--- config.mk ---
export PLATFORM = sky130hd
export DESIGN_NAME = alu_seq
export DESIGN_NICKNAME = d
export VERILOG_FILES = /design/src/rtl/alu_seq_pkg.sv /design/src/rtl/alu_seq.sv
export SDC_FILE = /design/constraint.sdc
export NUM_CORES = 1
export LEC_CHECK = 0
export ABC_AREA = 0
export CORE_ASPECT_RATIO = 0.7
export CORE_MARGIN = 2
export CORE_UTILIZATION = 35
export DETAILED_ROUTE_END_ITERATION = 10
export SETUP_SLACK_MARGIN = 0.05
export SYNTH_ARGS = -nofsm -noshare
export SYNTH_HDL_FRONTEND = slang
export SYNTH_SLANG_ARGS = --single-unit
export TNS_END_PERCENT = 20
--- constraint.sdc ---
create_clock -name clk -period 2.19 [get_ports clk]
set_input_delay 0.5475 -clock clk [delete_from_list [all_inputs] [get_ports clk]]
set_output_delay 0.5475 -clock clk [all_outputs]
set_load 0.02 [all_outputs]
--- src/rtl/alu_seq_pkg.sv ---
// Shared definitions for the ALU sequencer: ALU opcodes, sequencer commands
// and the packed ALU micro-op request driven onto the ALU ports.
package alu_seq_pkg;

   typedef enum logic [2:0] {
      kADD = 3'd0,
      kSUB = 3'd1,
      kAND = 3'd2,
      kOR  = 3'd3,
      kXOR = 3'd4,
      kSLL = 3'd5,
      kSRL = 3'd6,
      kEQ  = 3'd7
   } alu_op_e;

   typedef enum logic [1:0] {
      CMD_NORM = 2'd0,
      CMD_DIV  = 2'd1,
      CMD_CNT  = 2'd2,
      CMD_MUL  = 2'd3
   } cmd_e;

   typedef struct packed {
      alu_op_e    op;
      logic       ci;
      logic [7:0] a;
      logic [7:0] b;
   } alu_req_t;

   localparam alu_req_t ALU_IDLE = '{op: kADD, ci: 1'b0, a: 8'h00, b: 8'h00};

endpackage

--- src/rtl/alu_seq.sv ---
// alu_seq: multi-cycle command sequencer driving a combinational ALU with one
// micro-op per clock (normalize, divide, 4-bit pattern count, 8x8 multiply).
//
// Ports:
//   clk, reset_n          clock (rising edge), async active-low reset
//   start, cmd, opa, opb, pat   command request and operands (sampled in IDLE)
//   busy, done, err       status; done is a one-cycle pulse, err valid with done
//   res_lo, res_hi        results, held until the next completion
//   alu_op/ci/a/b         registered ALU micro-op drive (idle outside RUN)
//   alu_out/co/zero       ALU response, captured at each RUN edge
//   abort                 only when ALU_SEQ_ABORT_EN is defined: stop a run early
//
// Optional feature macro: ALU_SEQ_ABORT_EN
module alu_seq
   import alu_seq_pkg::*;
#(
   parameter int unsigned DIV_LIMIT     = 255,
   parameter int unsigned NORM_ZERO_CNT = 8
) (
   input  logic       clk,
   input  logic       reset_n,
   input  logic       start,
   input  logic [1:0] cmd,
   input  logic [7:0] opa,
   input  logic [7:0] opb,
   input  logic [3:0] pat,
`ifdef ALU_SEQ_ABORT_EN
   input  logic       abort,
`endif
   output logic       busy,
   output logic       done,
   output logic       err,
   output logic [7:0] res_lo,
   output logic [7:0] res_hi,
   output logic [2:0] alu_op,
   output logic       alu_ci,
   output logic [7:0] alu_a,
   output logic [7:0] alu_b,
   input  logic [7:0] alu_out,
   input  logic       alu_co,
   input  logic       alu_zero
);

   localparam logic [7:0] DIV_LIM  = 8'(DIV_LIMIT);
   localparam logic [7:0] ZERO_CNT = 8'(NORM_ZERO_CNT);

   typedef enum logic [1:0] {S_IDLE, S_RUN, S_FIN} state_e;

   state_e     state;
   cmd_e       cmd_q;
   logic [7:0] opa_q, opb_q;
   logic [3:0] pat_q;
   logic [7:0] x_q;       // NORM value / DIV remainder / MUL low half
   logic [7:0] hi_q;      // MUL high half
   logic [7:0] cnt_q;     // shift count / quotient / match count
   logic [2:0] idx_q;     // CNT window index / MUL step
   logic       noop_q;    // run has a single cycle with no ALU op
   alu_req_t   req_q;

   cmd_e       cmd_in;
   logic [7:0] init_x, init_cnt;
   logic       init_noop;
   alu_req_t   req_init, req_n;
   logic [7:0] x_n, hi_n, cnt_n;
   logic [2:0] idx_n;
   logic       last, err_n;
   logic [7:0] lo_r, hi_r;

   // Micro-op to issue for a given working state.
   function automatic alu_req_t req_for(input cmd_e c, input logic [7:0] x,
                                        input logic [7:0] hi, input logic [2:0] idx,
                                        input logic [7:0] a_op, input logic [7:0] b_op,
                                        input logic [3:0] p);
      alu_req_t   r;
      logic [2:0] sh;
      r  = ALU_IDLE;
      sh = 3'(3'd4 - idx);
      case (c)
         CMD_NORM: begin r.op = kSLL; r.a = x; end
         CMD_DIV:  begin r.op = kSUB; r.a = x; r.b = b_op; end
         CMD_CNT:  begin r.op = kEQ;  r.a = {4'h0, 4'(a_op >> sh)}; r.b = {4'h0, p}; end
         CMD_MUL:  begin r.op = kADD; r.a = hi; r.b = x[0] ? a_op : 8'h00; end
         default:  r = ALU_IDLE;
      endcase
      return r;
   endfunction

   // Command start setup and per-cycle iteration step.
   always_comb begin
      cmd_in    = cmd_e'(cmd);
      init_x    = opa;
      init_cnt  = 8'h00;
      init_noop = 1'b0;
      case (cmd_in)
         CMD_NORM: begin
            init_noop = opa[7] || (opa == 8'h00);
            if (opa == 8'h00) init_cnt = ZERO_CNT;
         end
         CMD_DIV: begin
            // Divide by zero: results fall out of the normal mapping (q=FF, rem=OPA)
            init_noop = (opb == 8'h00);
            if (opb == 8'h00) init_cnt = 8'hFF;
         end
         CMD_MUL: init_x = opb;
         default: init_x = opa;
      endcase
      req_init = init_noop ? ALU_IDLE
                           : req_for(cmd_in, init_x, 8'h00, 3'd0, opa, opb, pat);

      x_n   = x_q;
      hi_n  = hi_q;
      cnt_n = cnt_q;
      idx_n = 3'(idx_q + 3'd1);
      last  = 1'b0;
      err_n = 1'b0;
      if (noop_q) begin
         last  = 1'b1;
         err_n = (cmd_q == CMD_DIV);
      end else begin
         case (cmd_q)
            CMD_NORM: begin
               x_n   = alu_out;
               cnt_n = 8'(cnt_q + 8'd1);
               last  = alu_out[7] || (alu_out == 8'h00);
            end
            CMD_DIV: begin
               if (alu_co) begin
                  last = 1'b1;
               end else begin
                  x_n   = alu_out;
                  cnt_n = 8'(cnt_q + 8'd1);
                  if (cnt_n == DIV_LIM) begin
                     last  = 1'b1;
                     err_n = 1'b1;
                  end
               end
            end
            CMD_CNT: begin
               cnt_n = 8'(cnt_q + {7'h00, ~alu_zero});
               last  = (idx_q == 3'd4);
            end
            CMD_MUL: begin
               hi_n = {alu_co, alu_out[7:1]};
               x_n  = {alu_out[0], x_q[7:1]};
               last = (idx_q == 3'd7);
            end
            default: last = 1'b1;
         endcase
      end
`ifdef ALU_SEQ_ABORT_EN
      if (abort) begin
         last  = 1'b1;
         err_n = 1'b1;
      end
`endif
      case (cmd_q)
         CMD_NORM: begin lo_r = x_n;   hi_r = cnt_n; end
         CMD_DIV:  begin lo_r = cnt_n; hi_r = x_n;   end
         CMD_CNT:  begin lo_r = cnt_n; hi_r = 8'h00; end
         default:  begin lo_r = x_n;   hi_r = hi_n;  end
      endcase
      req_n = last ? ALU_IDLE
                   : req_for(cmd_q, x_n, hi_n, idx_n, opa_q, opb_q, pat_q);
   end

   // Sequencer FSM with registered status, results and ALU drive.
   always_ff @(posedge clk or negedge reset_n) begin
      if (!reset_n) begin
         state  <= S_IDLE;
         cmd_q  <= CMD_NORM;
         opa_q  <= 8'h00;
         opb_q  <= 8'h00;
         pat_q  <= 4'h0;
         x_q    <= 8'h00;
         hi_q   <= 8'h00;
         cnt_q  <= 8'h00;
         idx_q  <= 3'd0;
         noop_q <= 1'b0;
         req_q  <= ALU_IDLE;
         busy   <= 1'b0;
         done   <= 1'b0;
         err    <= 1'b0;
         res_lo <= 8'h00;
         res_hi <= 8'h00;
      end else begin
         done <= 1'b0;
         case (state)
            S_IDLE: begin
               if (start) begin
                  cmd_q  <= cmd_in;
                  opa_q  <= opa;
                  opb_q  <= opb;
                  pat_q  <= pat;
                  x_q    <= init_x;
                  hi_q   <= 8'h00;
                  cnt_q  <= init_cnt;
                  idx_q  <= 3'd0;
                  noop_q <= init_noop;
                  req_q  <= req_init;
                  busy   <= 1'b1;
                  state  <= S_RUN;
               end
            end
            S_RUN: begin
               x_q   <= x_n;
               hi_q  <= hi_n;
               cnt_q <= cnt_n;
               idx_q <= idx_n;
               req_q <= req_n;
               if (last) begin
                  state  <= S_FIN;
                  busy   <= 1'b0;
                  done   <= 1'b1;
                  err    <= err_n;
                  res_lo <= lo_r;
                  res_hi <= hi_r;
               end
            end
            S_FIN:   state <= S_IDLE;
            default: state <= S_IDLE;
         endcase
      end
   end

   assign alu_op = req_q.op;
   assign alu_ci = req_q.ci;
   assign alu_a  = req_q.a;
   assign alu_b  = req_q.b;

endmodule

==> metrics.txt, run 1 <==
synthesized area 0.005540 mm²; wire per inst 20.59 µm; RSZ-0062 raised after global routing true; first-pass GRT wire length 31510 µm; CP Max Fanout 6; adder-cell area share of the yosys netlist 2.710%; Post-Syn Area per Cell 9.359 µm²; peak supply drop 0.7619 mV; largest net degree at the start of global routing 37; Leak 3.492 nW; Ys Warns 0; routed length on met1 9623 µm; status complete, but fails checks; Die X 154.4 µm; vias post-DR 5634; initial antenna violation count 0; max_cap viols 0; mux contribution to synthesized area 10.14%; Clock Latency Late Sink 350 ps; DRT iter0 DRCs 489; Final Util 53.16%; clk_skew 8.733 ps; Seq/Total Area, Yosys 40.65%; Setup CP Type flip-flop to flip-flop; worst slew pin tran 587.2 ps; Final #Nets 819; fill count 1377; Setup TNS -3089 ps; vias per cell 5.767; Most used DFF post-synth dfrtp_1; fraction of layout cells with a size suffix above 1 36.42%; Detailed Route WL 20120 µm; final setup fails 40; GRT Overall Usage 24.64%; element type at the critical path end flip-flop; FP Rows 38; synthesized net count 639; clk sinks 90; post-synthesis cell count 592; max-slew violations 0; post-synth cell types 69; Reg clk slew, reported paths 70 ps; met2 wire len 8749 µm; pre-CTS setup slack -524.7 ps; EDFF count, synth 0; residual DRC count 0; Power Dens Cells 1468 mW/mm²; die height 109.3 µm; failing checks setup timing; input/output buffers 72; Congestion Overflow GR 0; Die Area 0.01687 mm²; FF+latch count, synth 90; Final period util 105.8%; Critical Path RT 2430 ps; final worst setup slack -126.1 ps; DP Area 0.007311 mm²; share of flip-flops with an asynchronous set or reset 100.0%; Worst Hold Class primary input to async pin; post-synthesis compound-gate area fraction 25.32%; largest family of logic cells by synthesized area compound AO/OA/AOI/OAI gates; drt pass-1 iters 6; startpoint types flip-flop; Root Buffer clkbuf_16; Fmax 0.4318 GHz; TritonCTS Buffers 9; # diodes 0; core area 0.01550 mm²; Arr. time, crit path 2550 ps; Detail Route Antenna Nets 0; cell area after layout 0.008240 mm²; Pwr Total 0.01210 W; Simple-Gate Fraction of Synth Area 15.67%; Hold Fails Final Rpt 0; routability cong. 0.9057; Slew HR 60.85%; Boundary Pins 74; Top Metal Used met4; Bufs on Longest Clock Path 2; synth-to-layout area growth 48.74%; post-DP HPWL 15070 µm; crit path time final 2316 ps; initial core utilization 35.74%; metal3 WL 1541 µm; Post-Synth XOR/XNOR Area 0.7904%; CTS tree yes; vias in the first global route 5539; Max H-tree Level 3
## metrics by stage
stage	instances	hold slack, ps
after floorplan	592	251.9
after global placement	946	469.5
after detailed placement	946	475.9
after CTS	973	181.5
after global routing	977	194.1
final	977	173.0
## placed cells by master, fill, tap and decap left out, types with 15 or more instances in the layout
cell type and instances:
a21oi_1 30, a22oi_1 16, buf_4 118, clkdlybuf4s50_1 66, dfrtp_1 85, mux2_2 30, nand2_1 66, nand3_1 15
nor2_1 32, o21ai_0 26, o21ai_1 20
## cell families after synthesis
kind of cell | after synthesis
DFF | 90
xor gates and xnor gates | 5
adders and majority gates | 12
muxes | 46
buffers and inverters | 58
AOI/OAI and AO/OA | 200
and+or+nand+nor | 180
other | 1
## Yosys cell counts (all sizes together), types with 7 or more instances
cell type	n	share of area, %
o22ai	7	0.79
nand2b	12	1.5
a31oi	9	1.0
nor2	34	2.4
nand2	76	5.1
buf	18	1.9
ha	12	2.7
a221o	10	1.8
a22o	15	2.4
clkbuf	23	1.6
nor2b	10	1.1
a21oi	37	3.4
o21ai	53	4.8
a222oi	7	1.3
nand3	16	1.4
inv	17	1.2
a22oi	18	2.5
mux2	31	6.3
dfrtp	90	41
mux2i	10	1.8
## area by class of cell
class                      count  area, µm²  area share [%]
sequential                    90       2258           27.41
tap                          200      250.2           3.037
timing repair buffer         209       1872           22.71
inverter                      17      68.82          0.8351
clock inverter                 5      60.06          0.7288
multi-input combinational    445       3488           42.33
clock buffer                  11      242.7           2.946
## power breakdown
part	internal, W	leakage [nW]	total (W)	switching (W)
Combinational	0.00373	2.20	0.00753	0.00380
Sequential	0.00232	1.15	0.00297	0.000648
Clock	0.000922	0.147	0.00160	0.000680
Total	0.00697	3.49	0.0121	0.00513
## critical path, cell delays in order (launching register included)
cell      delay (ps)
dfrtp_2          460
buf_12           150
ha_4             150
or4b_4           550
o211ai_4         220
a22oi_2          130
buf_4            160
nand2b_4         170
a22o_1           210
## path summary, 6_finish.rpt
kind                            from   endpoint  slack [ps]  cells after the start
setup / recovery            cmd_q[0]  res_hi[1]        -130                      8
hold / removal               reset_n   alu_b[7]         170                      1
setup reg to reg            cmd_q[0]  res_hi[1]        -130                      8
hold reg to reg            res_lo[3]  res_lo[3]         490                      2
max in group asynchronous    reset_n   cnt_q[2]        1440                      2
min in group clk           res_lo[3]  res_lo[3]         490                      2
## timing repair
| item | 4_1_cts | 5_1_grt |
|---|---|---|
| setup buffers | 8 | 4 |
| gates cloned | 3 | 0 |
| pin swaps | 31 | 13 |
| gates resized for setup | 76 | 52 |
| setup endpoints to repair | 53 | 55 |
| hold endpoints to repair | 0 | 0 |
| hold buffers | 0 | 0 |
## per-layer routing
layer	global-route usage, %	up-vias
met5	0	-
met4	5.820	0
met3	4.769	18
met2	36.52	222
met1	37.07	2818
li1	-	2576
Power figures use the tool's default switching activity.
==> inputs of run 2 (changes only) <==
==> constraint.sdc (replaced) <==
create_clock -name clk -period 2.75 [get_ports clk]
set_input_delay 0.6875 -clock clk [delete_from_list [all_inputs] [get_ports clk]]
set_output_delay 0.6875 -clock clk [all_outputs]
set_load 0.02 [all_outputs]
==> run 2 against run 1 <==
The run now ends clean. Clock power is 11% lower. Power decreased by 31%. Via count shrank 4.8%. Highest routed layer unchanged. Sequential power decreased by 21%. Maximum frequency decreased by 12%. Critical endpoint is now alu_a[0]. Cell area fell by 13%. Largest cell class unchanged. Largest power group unchanged. Flip-flop and latch count is the same. Die area is the same. Core utilization fell by 6.7 points. Final cell count is 7.4% lower.
==> metrics.txt, run 2 (synthesized netlist as in run 1, its figures left out) <==
Die Area 0.01687 mm²; core area 0.01550 mm²; commonest non-fill, non-tap cells in the layout dfrtp_1, nand2_1, clkdlybuf4s50_1; worst r2r path cells 8; critical path's largest stage delay 430 ps; Setup CP Type flip-flop to flip-flop; clk_skew 10.59 ps; crit path max-delay cell type dfrtp_1; hold buffer count at cts 0; GR Layer Usage met2 33.31%; Setup Buffers After CTS 0; Min Hold Slack 249.3 ps; TritonCTS Buffers 9; Slew HR 55.71%; CTS tree yes; vias per cell 5.929; initial core utilization 35.74%; first-pass GRT wire length 29840 µm; Worst Hold Class primary input to async pin; Boundary Pins 74; Arr. time, crit path 2860 ps; Leak 3.050 nW; synth-to-layout area growth 29.90%; FP Rows 38; Power Dens Cells 1153 mW/mm²; Critical Path RT 2970 ps; peak supply drop 0.6163 mV; Hold Fails Final Rpt 0; Fmax 0.3790 GHz; Critical Path Source cmd_q[0]; # diodes 0; pre-CTS setup slack -269.9 ps; Detailed Route WL 18740 µm; crit path time final 2639 ps; Die X 154.4 µm; Detail Route Antenna Nets 0; final setup fails 0; clk sinks 90; CP Max Fanout 8; GR Util met3 5.843%; residual DRC count 0; Reg clk slew, reported paths 70 ps; startpoint types flip-flop; max-slew violations 0; fraction of layout cells with a size suffix above 1 19.86%; input/output buffers 72; Max H-tree Level 3; drt pass-1 iters 6; wire per inst 20.70 µm; routability cong. 0.9393; largest net degree at the start of global routing 48; Bufs on Longest Clock Path 2; status complete, no violations; die height 109.3 µm; commonest non-fill, non-tap cell in the layout dfrtp_1; post-DP HPWL 14400 µm; Clock Latency Late Sink 350 ps; vias post-DR 5366; vias in the first global route 5175; Congestion Overflow GR 0; busiest layer in global routing met1; Root Buffer clkbuf_16; initial antenna violation count 0; worst slew pin tran 664.4 ps; DRT iter0 DRCs 613; final worst setup slack 111.3 ps; CP Cell Sequence inv_1, ha_1, buf_4, a211o_1, and2_1, a221o_1, a221oi_1, o22ai_1; Final #Nets 748; Final period util 95.95%; M1 GR Usage 35.38%; RSZ-0062 raised after global routing false; GRT Overall Usage 23.24%; FF-to-FF Start cmd_q[0]; element type at the critical path end flip-flop; max_cap viols 0
-- run 2: cell types whose count changed in the layout (fill, tap and decap cells not counted), sizes merged, moves of 2 or more --
cell / before / now
dlygate4sd2: 5 / 0
clkdlybuf4s50: 66 / 71
clkbuf: 11 / 9
bufinv: 1 / 3
buf: 138 / 68
-- run 2: worst paths after layout --
kind                        endpoint  slack, ps
max                         alu_a[0]        110
min                         alu_b[6]        250
max reg2reg                 alu_a[0]        110
min reg2reg                res_hi[6]        490
max in group asynchronous   cnt_q[2]       1900
min in group clk           res_hi[6]        490
-- run 2: critical path: cells and delay by family, from the launching register on --
kind | cells | cell delay, ps
AOI/OAI and AO/OA | 4 | 1200
adders and majority gates | 1 | 330
buffers and inverters | 2 | 330
DFF | 1 | 430
and+or+nand+nor | 1 | 210
-- run 2: what timing repair did --
item	4_1_cts	5_1_grt
endpoints found under the hold margin	0	0
gates resized for setup	0	5
setup endpoints to repair	0	13
-- run 2: report_power, final --
part	internal (W)	switching, W
Combinational	0.00200	0.00252
Sequential	0.00184	0.000522
Clock	0.000886	0.000534
-- run 2: metal layers --
metal / wire [µm] / share of wire (%) / vias up
li1: - / - / 2423
met1: 9075 / 48 / 2676
met2: 7854 / 42 / 253
met3: 1648 / 8.8 / 14
met4: 158 / 0.84 / 0
met5: 0 / 0 / -
-- run 2: final cells by class --
type                       instances  area [µm²]
clock buffer                       9       225.2
clock inverter                     6       113.9
fill                            1473        8303
inverter                          17       63.81
multi-input combinational        444        3058
sequential                        90        2252
tap                              200       250.2
timing repair buffer             139        1234
-- run 2: metrics by stage --
step                total power [W]  util (%)  instances  cell area, µm²  TNS (ps)
global placement           0.006717     44.07        890            6830    -637.2
detailed placement         0.006772     44.07        890            6830     -1933
CTS                        0.008223     46.25        905            7169         0
finish                     0.008295     46.43        905            7197         0
floorplan                  0.005037         -        592            5540         0
global route               0.008783     46.43        905            7197         0
==> inputs of run 3 (changes only) <==
--- a/config.mk
+++ b/config.mk
@@ -6,11 +6,13 @@
 export NUM_CORES = 1
 export LEC_CHECK = 0
 export ABC_AREA = 0
+export CAP_MARGIN = 20
 export CORE_ASPECT_RATIO = 0.7
 export CORE_MARGIN = 2
-export CORE_UTILIZATION = 35
+export CORE_UTILIZATION = 40
 export DETAILED_ROUTE_END_ITERATION = 10
 export SETUP_SLACK_MARGIN = 0.05
+export SLEW_MARGIN = 25
 export SYNTH_ARGS = -nofsm -noshare
 export SYNTH_HDL_FRONTEND = slang
 export SYNTH_SLANG_ARGS = --single-unit
==> run 3 against run 2 <==
Final cell count shrank 0.66%. Critical path depth is the same. Clock power shrank 8%. Worst hold slack gained 35 ps. Core utilization grew 7.5 points. Sequential power is essentially flat. Register-to-register slack gained 40 ps. Cell area is the same. Critical endpoint is now res_hi[7]. Largest cell class unchanged.
==> metrics.txt, run 3 (synthesized netlist as in run 1, its figures left out) <==
status complete, no violations; CP Cell Sequence clkdlybuf4s50_1, or4_1, o41ai_2, a22oi_2, nand2b_4, buf_4, inv_2, a2bb2oi_1; Arr. time, crit path 2930 ps; startpoint types primary input; final setup fails 0; Reg clk slew, reported paths 70 ps; Hold Fails Final Rpt 0; fraction of layout cells with a size suffix above 1 20.31%; Critical Path RT 3020 ps; GR Layer Usage met2 36.42%; largest net degree at the start of global routing 60; post-DP HPWL 14320 µm; crit path time final 2662 ps; GR Util met3 6.232%; GRT Overall Usage 26.58%; Final Util 53.88%; Power Dens Cells 1137 mW/mm²; Root Buffer clkbuf_16; drt pass-1 iters 5; FP Rows 35; CP Max Fanout 11; CTS tree yes; Worst Hold Class primary input to async pin; Setup Buffers After CTS 0; Setup CP Type primary input to flip-flop; routability cong. 0.9303; CP bufs+invs 3; Clock Latency Late Sink 340 ps; Detail Route Antenna Nets 0; reg2reg end alu_a[2]; WP depth 8; max_cap viols 0; clk sinks 90; core area 0.01336 mm²; critical path's largest stage delay 550 ps; Congestion Overflow GR 0; wire per inst 21.04 µm; Bufs on Longest Clock Path 2; Switching Share 43.86%; RSZ-0062 raised after global routing true; final worst setup slack 87.52 ps; busiest layer in global routing met1; Boundary Pins 74; input/output buffers 72; initial core utilization 41.48%; commonest non-fill, non-tap cell in the layout dfrtp_1; clk_skew 10.18 ps; TritonCTS Buffers 9; hold buffer count at cts 0; Final period util 96.82%; die height 102.5 µm; M1 GR Usage 42.68%; first-pass GRT wire length 29540 µm; max-slew violations 0; DP Area 0.006884 mm²; worst slew pin tran 838.8 ps; pre-CTS setup slack -200.2 ps; Die Area 0.01482 mm²; cell area after layout 0.007197 mm²; internal power 0.004593 W; Final #Nets 756; DRT iter0 DRCs 620; Fmax 0.3756 GHz; peak supply drop 0.6758 mV; switching power 0.003588 W; vias per cell 6.007; Leak 3.085 nW; Die X 144.7 µm; crit path max-delay cell type or4_1; synth-to-layout area growth 29.90%; delay-heaviest family, CP simple AND/OR/NAND/NOR gates; Clock Power Share 16.1%; vias post-DR 5400; part of the power in registers 28.9%; initial antenna violation count 0; Max H-tree Level 3; Setup TNS 0 ps; Slew HR 43.96%; worst r2r path cells 9; Comb pwr share 55.1%; Detailed Route WL 18920 µm; FF-to-FF Start cmd_q[0]; flop2flop setup slack 150 ps; vias in the first global route 5075; commonest non-fill, non-tap cells in the layout dfrtp_1, nand2_1, buf_4; element type at the critical path end flip-flop; Min Hold Slack 284.2 ps; residual DRC count 0; Post-CTS Resized 0; # diodes 0
[run 3: cell count changes in the layout (fill, tap and decap cells not counted), sizes merged]
cell / previous run / this run
inv: 18 / 19
buf: 68 / 76
clkbuf: 9 / 10
clkinvlp: 2 / 0
bufinv: 3 / 1
clkinv: 0 / 3
[run 3: cell type report]
| type | instances | area [µm²] |
|---|---|---|
| well taps | 185 | 231.5 |
| fillers | 1224 | 6160 |
| repair buffers | 147 | 1306 |
| inverters | 17 | 63.81 |
| clock inverters | 6 | 73.82 |
| multi-input cells | 444 | 3030 |
| flip-flops and latches | 90 | 2252 |
| clock buffers | 10 | 239.0 |
[run 3: worst max path at each step]
stage / startpoint / endpoint
global placement: alu_out[6] / res_hi[7]
global route: alu_out[6] / res_hi[7]
finish: alu_out[6] / res_hi[7]
floorplan: idx_q[0] / alu_a[1]
CTS: alu_out[6] / res_hi[7]
detailed placement: alu_out[6] / res_hi[7]
[run 3: worst reg2reg max path, stage by stage, from the launching register on]
cell	delay [ps]
dfrtp_1	400
inv_1	120
ha_1	320
buf_4	200
or2_2	370
a21oi_2	330
nand2_1	120
o21ai_0	380
o21bai_1	140
a21oi_1	150
[run 3: layer usage]
metal	part of all wire, %	routed length [µm]
met1	49	9243
met2	41	7797
met3	9.1	1720
met4	0.81	153
met5	0	0
[run 3: stage by stage]
step / std cells / total power [W]
4_1_cts: 899 / 0.008138
3_3_place_gp: 883 / 0.006732
2_1_floorplan: 592 / 0.005037
3_5_place_dp: 883 / 0.006807
5_1_grt: 899 / 0.008656
6_report: 899 / 0.008181
[run 3: power groups by stage]
stage                     registers (W)  clock network (W)  logic [W]
after floorplan                 0.00243                  0    0.00261
after global placement          0.00234                  0    0.00440
after detailed placement        0.00236                  0    0.00445
after CTS                       0.00234            0.00133    0.00447
after global routing            0.00243            0.00138    0.00484
final                           0.00236            0.00131    0.00451
